--- config.mk ---
export PLATFORM = sky130hd
export DESIGN_NAME = mux_pipe_bank
export DESIGN_NICKNAME = d
export VERILOG_FILES = /design/src/rtl/mux_pipe_bank.sv
export SDC_FILE = /design/constraint.sdc
export NUM_CORES = 1
export LEC_CHECK = 0
export ABC_AREA = 1
export BUFFER_PORTS_ARGS = -buffer_cell sky130_fd_sc_hd__buf_2
export CELL_PAD_IN_SITES_DETAIL_PLACEMENT = 1
export CELL_PAD_IN_SITES_GLOBAL_PLACEMENT = 1
export CORE_MARGIN = 1
export CORE_UTILIZATION = 30
export CTS_BUF_LIST = sky130_fd_sc_hd__clkbuf_8
export CTS_CLUSTER_SIZE = 25
export DETAILED_ROUTE_END_ITERATION = 8
export PLACE_DENSITY_LB_ADDON = 0.1
export SYNTH_ARGS = -nofsm -noshare
export SYNTH_HDL_FRONTEND = slang
export SYNTH_SLANG_ARGS = --single-unit
export TNS_END_PERCENT = 100
--- constraint.sdc ---
create_clock -name clk -period 1.4 [get_ports clk]
set_input_delay 0.14 -clock clk [delete_from_list [all_inputs] [get_ports clk]]
set_output_delay 0.14 -clock clk [all_outputs]
set_load 0.02 [all_outputs]
--- src/rtl/mux_pipe_bank.sv ---
// Bank of independent 2:1 muxes feeding a DEPTH-stage registered delay line, with
// LOAD/HOLD/SHIFT/CLEAR modes, a pipeline-filled flag and a saturating q-change counter.
module mux_pipe_bank #(
  parameter int WIDTH    = 1,
  parameter int CHANNELS = 2,
  parameter int DEPTH    = 1,
  parameter int CNT_W    = 8
) (
  input  logic                      clk,
  input  logic                      rst,
  input  logic                      en,
  input  logic [1:0]                mode,
  input  logic [CHANNELS-1:0]       sel,
  input  logic [CHANNELS*WIDTH-1:0] a,
  input  logic [CHANNELS*WIDTH-1:0] b,
  input  logic [WIDTH-1:0]          ser_in,
  output logic [CHANNELS*WIDTH-1:0] q,
  output logic [CHANNELS*WIDTH-1:0] q_n,
  output logic                      valid,
  output logic [CNT_W-1:0]          chg_cnt
);

  localparam int BUS_W  = CHANNELS * WIDTH;
  localparam int FILL_W = $clog2(DEPTH + 1);
  localparam logic [FILL_W-1:0] FILL_FULL = FILL_W'(DEPTH);
  localparam logic [CNT_W-1:0]  CNT_MAX   = '1;

  typedef enum logic [1:0] {
    MODE_LOAD  = 2'd0,
    MODE_HOLD  = 2'd1,
    MODE_SHIFT = 2'd2,
    MODE_CLEAR = 2'd3
  } mode_e;

  // Stage s holds all channels packed exactly like a/b/q.
  logic [DEPTH-1:0][BUS_W-1:0] stg_q, stg_d;
  logic [FILL_W-1:0]           fill_q, fill_d;
  logic                        valid_q, valid_d;
  logic [CNT_W-1:0]            chg_cnt_q, chg_cnt_d;

  mode_e mode_s;
  logic  clear;
  logic  advance;

  assign mode_s  = mode_e'(mode);
  assign clear   = en && (mode_s == MODE_CLEAR);
  assign advance = en && ((mode_s == MODE_LOAD) || (mode_s == MODE_SHIFT));

  always_comb begin
    // NOTE: every _d gets its hold value first so no path through this block can infer a latch.
    stg_d     = stg_q;
    fill_d    = fill_q;
    valid_d   = valid_q;
    chg_cnt_d = chg_cnt_q;

    if (clear) begin
      stg_d     = '0;
      fill_d    = '0;
      valid_d   = 1'b0;
      chg_cnt_d = '0;
    end else if (advance) begin
      for (int s = DEPTH - 1; s >= 1; s--) begin
        stg_d[s] = stg_q[s-1];
      end

      if (mode_s == MODE_LOAD) begin
        for (int i = 0; i < CHANNELS; i++) begin
          stg_d[0][i*WIDTH +: WIDTH] = sel[i] ? a[i*WIDTH +: WIDTH] : b[i*WIDTH +: WIDTH];
        end
      end else begin
        // Serial path moves toward higher channel index; the top channel falls off.
        for (int i = CHANNELS - 1; i >= 1; i--) begin
          stg_d[0][i*WIDTH +: WIDTH] = stg_q[0][(i-1)*WIDTH +: WIDTH];
        end
        stg_d[0][WIDTH-1:0] = ser_in;
      end

      if (fill_q != FILL_FULL) begin
        fill_d = fill_q + FILL_W'(1);
      end
      valid_d = (fill_d == FILL_FULL);

      if ((stg_d[DEPTH-1] != stg_q[DEPTH-1]) && (chg_cnt_q != CNT_MAX)) begin
        chg_cnt_d = chg_cnt_q + CNT_W'(1);
      end
    end
  end

  // NOTE: state registers use non-blocking assignments so every flop samples pre-edge values.
  always_ff @(posedge clk) begin
    if (rst) begin
      stg_q     <= '0;
      fill_q    <= '0;
      valid_q   <= 1'b0;
      chg_cnt_q <= '0;
    end else begin
      stg_q     <= stg_d;
      fill_q    <= fill_d;
      valid_q   <= valid_d;
      chg_cnt_q <= chg_cnt_d;
    end
  end

  assign q       = stg_q[DEPTH-1];
  assign q_n     = ~stg_q[DEPTH-1];
  assign valid   = valid_q;
  assign chg_cnt = chg_cnt_q;

endmodule
[Yosys cells after proc, flatten, opt, wreduce, memory -nomap -nowiden]
Index checks and enable logic that the tools add are counted.
Widths: inputs -> output; s select.
Operators by class
  add/subtract/negate cells: 2
  multiply operators: 0
  div/mod/pow operators: 0
  $lt $le $gt $ge: 0
  equality and inequality tests: 4
  shift operators: 0
  multiplexer cells: 6
  bitwise operators: 1
  reductions and logical operators: 7
Operator list (number)
  $add 8x1->8 const B: 1
  $ne 8x8->1 const B: 1
  $mux 2: 3
  $eq 2x2->1 const B: 2
  $logic_and 1x1->1: 3
  $mux 1: 3
  $logic_not 2->1: 1
  $ne 2x2->1: 1
  $not 2->2: 1
  $reduce_and 2->1: 1
  $reduce_or 2->1: 1
  $add 1x1->1 const B: 1
  $logic_or 1x1->1: 1
Word-level totals
  bits in registers: 11
  latch bits: 0
  RAM bits: 0
  ROM bits: 0
  memories kept: 0

[Depth between registers and ports, before layout]
Gate-level depths: netlist of run 1.
  depth after elaboration: 8
  mapped depth: 11
  depth with buffers taken out: 11

[Worst setup path after synthesis of run 1]
Ideal clock, no wire load.
  path type: reg2reg
  start point: reg chg_cnt_q[0], in the netlist chg_cnt[0]
  end point: reg chg_cnt_q[6], in the netlist chg_cnt[6]
  data arrival time: 1393 ps
  slack: -109 ps
  stages on the path, launching flop included: 11
  buffers on the path: 0
  period minus slack after synthesis: 1509 ps
  cells stage by stage: dfxtp_1 > ha_1 > nand2_1 > nor2_1 > nand2_1 > nand2_1 > inv_2 > nand2_1 > inv_1 > a21oi_1 > nor2_1
On the way
  word-level cells in the longest chain between the ends: 3
  elaborated cells on any way between the ends: 4
  those cells by class: add/sub: 1; eq/ne: 1; reduce/logical: 2
RTL lines
  from (decl): line 39  | logic [CNT_W-1:0] chg_cnt_q, chg_cnt_d;
  from (signal assigned): line 100  | chg_cnt_q <= chg_cnt_d;
  parallel branches: the longest is 3 deep, another holds $add 8x1->8
Several ways; the timed one is not identified.
A chain may end at the register's enable or synchronous reset.

[Worst setup path after layout of run 1]
  start point: reg chg_cnt_q[1], in the netlist chg_cnt[1]
  end point: reg chg_cnt_q[1], in the netlist chg_cnt[1]
Same word-level chain as after synthesis.

==> results.sh, run 1 <==
export IMPL_run_status="finished clean"
export IMPL_power_density_nw_per_um2=870
export IMPL_fill_cells=310
export IMPL_ys_ff_latch=11
export IMPL_dieWidth_um=50.6
export IMPL_dieArea_sq_um=2560
export IMPL_arrival_ns=1.51
export IMPL_synth_avg_cell_area_sq_um=6.16
export IMPL_dp_cells=169
export IMPL_grt_start_max_net_pins=17
export IMPL_yosysMostFrequentCell="nand2_1"
export IMPL_crit_chain="ha_4 -> nand2_2 -> nor2_2 -> nand2_1 -> nand2_2 -> inv_4 -> buf_4 -> nand3_1 -> nand2_1 -> nor2_1"
export IMPL_yosys_area_top_type="dfxtp_1"
export IMPL_num_nets_final=161
export IMPL_syn_inst=115
export IMPL_p_leak_nw=0.494
export IMPL_grt_pass1_wl_um=3190
export IMPL_synth_warnings=0
export IMPL_r2r_start="chg_cnt[1]"
export IMPL_synthArstFlopShare_pct=0
export IMPL_ir_drop_mv=0.643
export IMPL_synth_area_leaders="dfxtp_1 31%, nand2_1 15%, nand3_1 13%"
export IMPL_synth_xor_area_share_pct=1.24
export IMPL_cts_buffers=3
export IMPL_crit_cells=10
export IMPL_postCtsHoldBufs=0
export IMPL_multi_input_area_sq_um=429
export IMPL_hold_class="input port to flop"
export IMPL_num_vias=819
export IMPL_netlist_area_sq_um=708
export IMPL_clock_sinks=11
export IMPL_synth_top_family_by_area="simple AND/OR/NAND/NOR gates"
export IMPL_placed_cell_area_sq_um=877
export IMPL_drv_cap=0
export IMPL_dieHeight_um=50.6
export IMPL_drive_gt1_share_pct=36.1
export IMPL_timing_critical_path_buf_inv=2
export IMPL_regArea_sq_um=225
export IMPL_synthAdderAreaFrac_pct=1.77
export IMPL_drt_initial_drc_count=8
export IMPL_dr_pass1_iters=4
export IMPL_synth_compound_area_share_pct=8.83
export IMPL_area_delta_synth_final_pct=37.6
export IMPL_tritoncts="built"
export IMPL_final_antenna_net_count=0
export IMPL_grt_total_usage_pct=16.9
export IMPL_synth_nets=128
export IMPL_r2r_end="chg_cnt[1]"
export IMPL_dp_hpwl_um=1490
export IMPL_critPathLaunchType="flop"
export IMPL_finalSetupViolCount=0
export IMPL_hold_viol=0
export IMPL_grt_overflow=0
export IMPL_relSlewSlack_pct=77.4
export IMPL_initial_core_util_pct=32.0
export IMPL_synth_edff_count=0
export IMPL_htreeDepth=1
export IMPL_rsz0062_at_grt="true"
export IMPL_root_buffer="clkbuf_8"
export IMPL_fin_worst_skew_ns=0.00157
export IMPL_io_buffers=24
export IMPL_crit_slowest_cell="dfxtp_4"
export IMPL_worst_pin_slew_ns=0.337
export IMPL_grt_antenna_before_repair=0
export IMPL_clkTransAtPathRegs_ns=0.05
export IMPL_rows=17
export IMPL_synth_top_cell_area_share_pct=31.1
export IMPL_critPathRequiredTime_ns=1.58
export IMPL_dp_slack_ns=-0.0340
export IMPL_n_antenna_cell=0
export IMPL_drc=0
export IMPL_synth_simple_area_share_pct=44.3
export IMPL_ys_top_cells_by_count="28 x nand2_1, 18 x inv_1, 18 x nand3_1, 16 x nor2_1, 11 x dfxtp_1"
export IMPL_io_pins=25
export IMPL_yosysSeqAreaShare_pct=31.1
export IMPL_r2r_cells=10
export IMPL_clk_latency_ns=0.24
export IMPL_cp_endpoint="chg_cnt[1]"
export IMPL_clockBufferDepth=2
export IMPL_maxSlewViolCount=0
export IMPL_layout_setup_ws_ns=0.0689
export IMPL_wirelength_um=1920
export IMPL_ys_flop_type="dfxtp_1"
export IMPL_path_class="flop to flop"
export IMPL_fin_crit_sh_pct=95.1
export IMPL_cp_top_family="simple AND/OR/NAND/NOR gates"
export IMPL_critPathCaptureType="flop"
export IMPL_whs_ns=0.176
export IMPL_coreArea_sq_um=2210
export IMPL_routed_via_density=4.68
export IMPL_stdcell_area_sq_um=975
export IMPL_layout_cells_non_filler=175
export IMPL_max_freq_mhz=751
export IMPL_cp_startpoint="chg_cnt[1]"
export IMPL_finalCriticalPeriod_ns=1.33
export IMPL_grt_pass1_vias=786
export IMPL_place_congestion=0.662
export IMPL_reg2reg_setup_slack_ns=0.07
export IMPL_ys_types=18
export IMPL_crit_path_max_incr_delay_ns=0.37
export IMPL_synth_mux_area_share_pct=0
export IMPL_worstPathMaxFanout=7
export IMPL_avgRoutedWirePerCell_um=11.0
cells in the final DEF (no fill, tap or decap):
| cell type | count |
|---|---|
| dfxtp_4 | 1 |
| buf_2 | 24 |
| o211ai_1 | 2 |
| nand2_2 | 5 |
| inv_2 | 4 |
| a21oi_2 | 1 |
| nand3_1 | 17 |
| inv_1 | 16 |
| nand2_4 | 1 |
| nor3b_1 | 1 |
| nor2_1 | 15 |
| a21oi_1 | 7 |
| clkinv_2 | 1 |
| dfxtp_1 | 9 |
| o31ai_1 | 1 |
| xnor2_1 | 1 |
| ha_4 | 1 |
| nand3_2 | 2 |
| inv_4 | 1 |
| buf_4 | 5 |
| nand2_1 | 25 |
| clkbuf_8 | 3 |
| nor2_2 | 2 |
| nor2_4 | 1 |
| dfxtp_2 | 1 |
cell type report:
class                           count  share of cell area, %
Clock buffer                        3                   4.24
Tap cell                           28                   3.59
Multi-Input combinational cell     82                   44.0
Inverter                           21                   8.34
Clock inverter                      1                  0.513
Timing Repair Buffer               29                   16.2
Sequential cell                    11                   23.1
worst min path at each step:
stage	cells past startpoint	from	slack [ns]	endpoint
2_1_floorplan	3	rst	0.33	valid
3_3_place_gp	4	rst	0.44	valid
3_5_place_dp	4	rst	0.44	valid
5_1_grt	4	rst	0.21	valid
4_1_cts	4	rst	0.18	valid
6_report	4	rst	0.18	valid
per-layer routing:
metal / part of all wire, % / vias to the layer above / GRT usage, % / wire length (um)
li1: - / 430 / - / -
met1: 45 / 369 / 18.8 / 869
met2: 49 / 18 / 30.0 / 946
met3: 4.5 / 2 / 5.45 / 86
met4: 0.83 / 0 / 5.56 / 16
met5: 0 / - / 0 / 0
per-stage QoR:
step	power [mW]	TNS, ns	utilization [%]
3_5_place_dp	0.520	-0.0340	39.6
3_3_place_gp	0.514	0	39.6
5_1_grt	0.894	-0.111	44.1
6_report	0.848	0	44.1
4_1_cts	0.852	0	42.0
2_1_floorplan	0.467	-0.00142	-
registers in the layout (all words and copies together) (netlist names):
signal,count
valid,1
chg_cnt,8
q,2
power by group:
| group | internal (mW) | leakage (nW) | total [mW] | switching [mW] |
|---|---|---|---|---|
| combinational | 0.0672 | 0.378 | 0.183 | 0.116 |
| sequential | 0.325 | 0.0906 | 0.338 | 0.0132 |
| clock | 0.196 | 0.0255 | 0.327 | 0.131 |
cells by family after synthesis:
kind of cell    after synthesis
simple gates                 69
flops                        11
compound gates               11
fa+ha+maj                     1
buf+inv                      22
xor+xnor                      1
timing repair:
action,CTS,global route
pin swaps,0,3
setup endpoints to repair,1,8
setup buffers,0,2
hold endpoints to repair,0,0
resized for setup,2,9
tightest hold or removal path, stage by stage:
cell,delay (ns)
buf_2,0.07
inv_1,0.03
o31ai_1,0.08
nor2_1,0.05
No activity file was read; power rests on OpenSTA's default activity.
==> run 2: changes to the inputs <==
--- a/config.mk
+++ b/config.mk
@@ -10,5 +10,5 @@
 export CELL_PAD_IN_SITES_DETAIL_PLACEMENT = 1
-export CELL_PAD_IN_SITES_GLOBAL_PLACEMENT = 1
+export CELL_PAD_IN_SITES_GLOBAL_PLACEMENT = 2
 export CORE_MARGIN = 1
-export CORE_UTILIZATION = 30
+export CORE_UTILIZATION = 23
 export CTS_BUF_LIST = sky130_fd_sc_hd__clkbuf_8
--- a/constraint.sdc
+++ b/constraint.sdc
@@ -3,2 +3,2 @@
 set_output_delay 0.14 -clock clk [all_outputs]
-set_load 0.02 [all_outputs]
+set_load 0.005 [all_outputs]
==> run 2 against run 1 <==
Sequential cell count stayed put. Wire length is 3.3% higher. Clock-buffer cell count stayed put. Combinational power is 9% lower. Critical path type unchanged. Global-route usage is 3.4 points lower. Core utilization is 9.8 points lower. First-iteration DRC count grew to 3.3 times the previous value. Clock skew is 0.0023 ns higher. Cell count is 1.7% higher. Sequential power hardly changed. Fmax is 2.1% higher. Critical path depth is 1 higher.
==> results.sh, run 2 (same netlist as run 1, synthesis figures left out) <==
export IMPL_run_status="finished clean"
export IMPL_hold_class="input port to flop"
export IMPL_initial_core_util_pct=25.0
export IMPL_use_met3_pct=4.08
export IMPL_coreArea_sq_um=2830
export IMPL_dieWidth_um=57.5
export IMPL_relSlewSlack_pct=76.8
export IMPL_busiest_layer="met2"
export IMPL_fill_cells=386
export IMPL_use_met1_pct=17.2
export IMPL_path_common_cell="nand2_2"
export IMPL_largest_reg_flops=8
export IMPL_cts_buffers=3
export IMPL_final_cell_mix="25 x nand2_1, 24 x buf_2, 18 x inv_1, 18 x nand3_1, 15 x nor2_1"
export IMPL_fin_worst_skew_ns=0.00384
export IMPL_worst_pin_slew_ns=0.345
export IMPL_postCtsHoldBufs=0
export IMPL_use_met2_pct=20.9
export IMPL_wirelength_um=1980
export IMPL_hold_viol=0
export IMPL_io_buffers=24
export IMPL_critPathRequiredTime_ns=1.58
export IMPL_grt_pass1_vias=752
export IMPL_crit_slowest_cell="dfxtp_2"
export IMPL_reg2reg_setup_slack_ns=0.1
export IMPL_root_buffer="clkbuf_8"
export IMPL_drv_cap=0
export IMPL_dp_hpwl_um=1610
export IMPL_rows=19
export IMPL_clock_sinks=11
export IMPL_clk_latency_ns=0.24
export IMPL_clkTransAtPathRegs_ns=0.05
export IMPL_p_leak_nw=0.495
export IMPL_num_nets_final=161
export IMPL_finalSetupViolCount=0
export IMPL_dieArea_sq_um=3310
export IMPL_stdcell_area_sq_um=970
export IMPL_routed_via_density=4.58
export IMPL_grt_start_max_net_pins=17
export IMPL_io_pins=25
export IMPL_max_freq_mhz=767
export IMPL_worstPathMaxFanout=7
export IMPL_path_class="flop to flop"
export IMPL_maxSlewViolCount=0
export IMPL_drt_initial_drc_count=26
export IMPL_grt_total_usage_pct=13.5
export IMPL_clockBufferDepth=2
export IMPL_final_core_util_pct=34.3
export IMPL_critPathLaunchType="flop"
export IMPL_drc=0
export IMPL_htreeDepth=1
export IMPL_tns_ns=0
export IMPL_fin_crit_sh_pct=93.1
export IMPL_critPathCaptureType="flop"
export IMPL_grt_antenna_before_repair=0
export IMPL_grt_pass1_wl_um=3350
export IMPL_avgRoutedWirePerCell_um=11.1
export IMPL_multi_input_area_sq_um=424
export IMPL_tritoncts="built"
export IMPL_arrival_ns=1.48
export IMPL_mostFrequentLayoutCell="nand2_1"
export IMPL_finalCriticalPeriod_ns=1.30
export IMPL_place_congestion=0.727
export IMPL_num_vias=815
export IMPL_ir_drop_mv=0.411
export IMPL_dr_pass1_iters=4
export IMPL_regArea_sq_um=223
export IMPL_n_antenna_cell=0
export IMPL_placed_cell_area_sq_um=886
export IMPL_dieHeight_um=57.5
export IMPL_grt_overflow=0
export IMPL_crit_chain="ha_4 -> nand2_2 -> nor2_2 -> nand2_1 -> nand2_2 -> inv_4 -> nand2_2 -> inv_2 -> nand3_1 -> nand2_1 -> nor2_1"
export IMPL_area_delta_synth_final_pct=36.9
export IMPL_final_antenna_net_count=0
export IMPL_power_density_nw_per_um2=847
export IMPL_drive_gt1_share_pct=34.0
export IMPL_crit_path_max_incr_delay_ns=0.35
run 2: cell types whose count changed in the layout (fill, tap and decap cells not counted), sizes merged:
cell / previous run / this run
clkinv: 1 / 0
inv: 21 / 22
run 2: layout make-up:
cell class	count	area share (%)
Tap cell	31	4.00
Clock inverter	1	0.387
Sequential cell	11	23.0
Timing Repair Buffer	29	16.3
Clock buffer	3	4.26
Multi-Input combinational cell	82	43.7
Inverter	21	8.39
run 2: per-stage QoR:
step / hold WS, ns / cells / total power [mW] / setup slack, ns
6_report: 0.190 / 178 / 0.821 / 0.0961
5_1_grt: 0.217 / 178 / 0.869 / -0.0180
4_1_cts: 0.187 / 177 / 0.836 / 0.00451
3_5_place_dp: 0.450 / 173 / 0.507 / -0.0267
3_3_place_gp: 0.428 / 173 / 0.501 / 0.0497
2_1_floorplan: 0.332 / 115 / 0.449 / 0.0321
run 2: critical path: cells and delay by family, from the launching register on:
kind                     cells  cell delay (ns)
AND/OR/NAND/NOR              8             0.66
flip-flops                   1             0.35
adder cells (fa/ha/maj)      1             0.14
buffers and inverters        2             0.10
run 2: what timing repair did:
item | 4_1_cts | 5_1_grt
buffers inserted | 0 | 1
pin swaps | 0 | 4
gates resized for setup | 1 | 10
setup endpoints to repair | 1 | 8
run 2: path summary, 6_finish.rpt:
kind / to / depth (start not counted) / startpoint
setup reg to reg: chg_cnt[6] / 11 / chg_cnt[1]
hold / removal: valid / 4 / rst
setup / recovery: chg_cnt[6] / 11 / chg_cnt[1]
hold reg to reg: valid / 2 / valid
run 2: per-layer routing:
metal	routed length [um]	vias to the layer above
met5	0	-
met4	35	0
met3	74	4
met2	941	16
met1	930	372
li1	-	423
run 2: power breakdown:
group	switching (mW)	internal, mW
registers	0.0117	0.326
logic	0.0995	0.0678
clock network	0.124	0.193
total	0.235	0.587
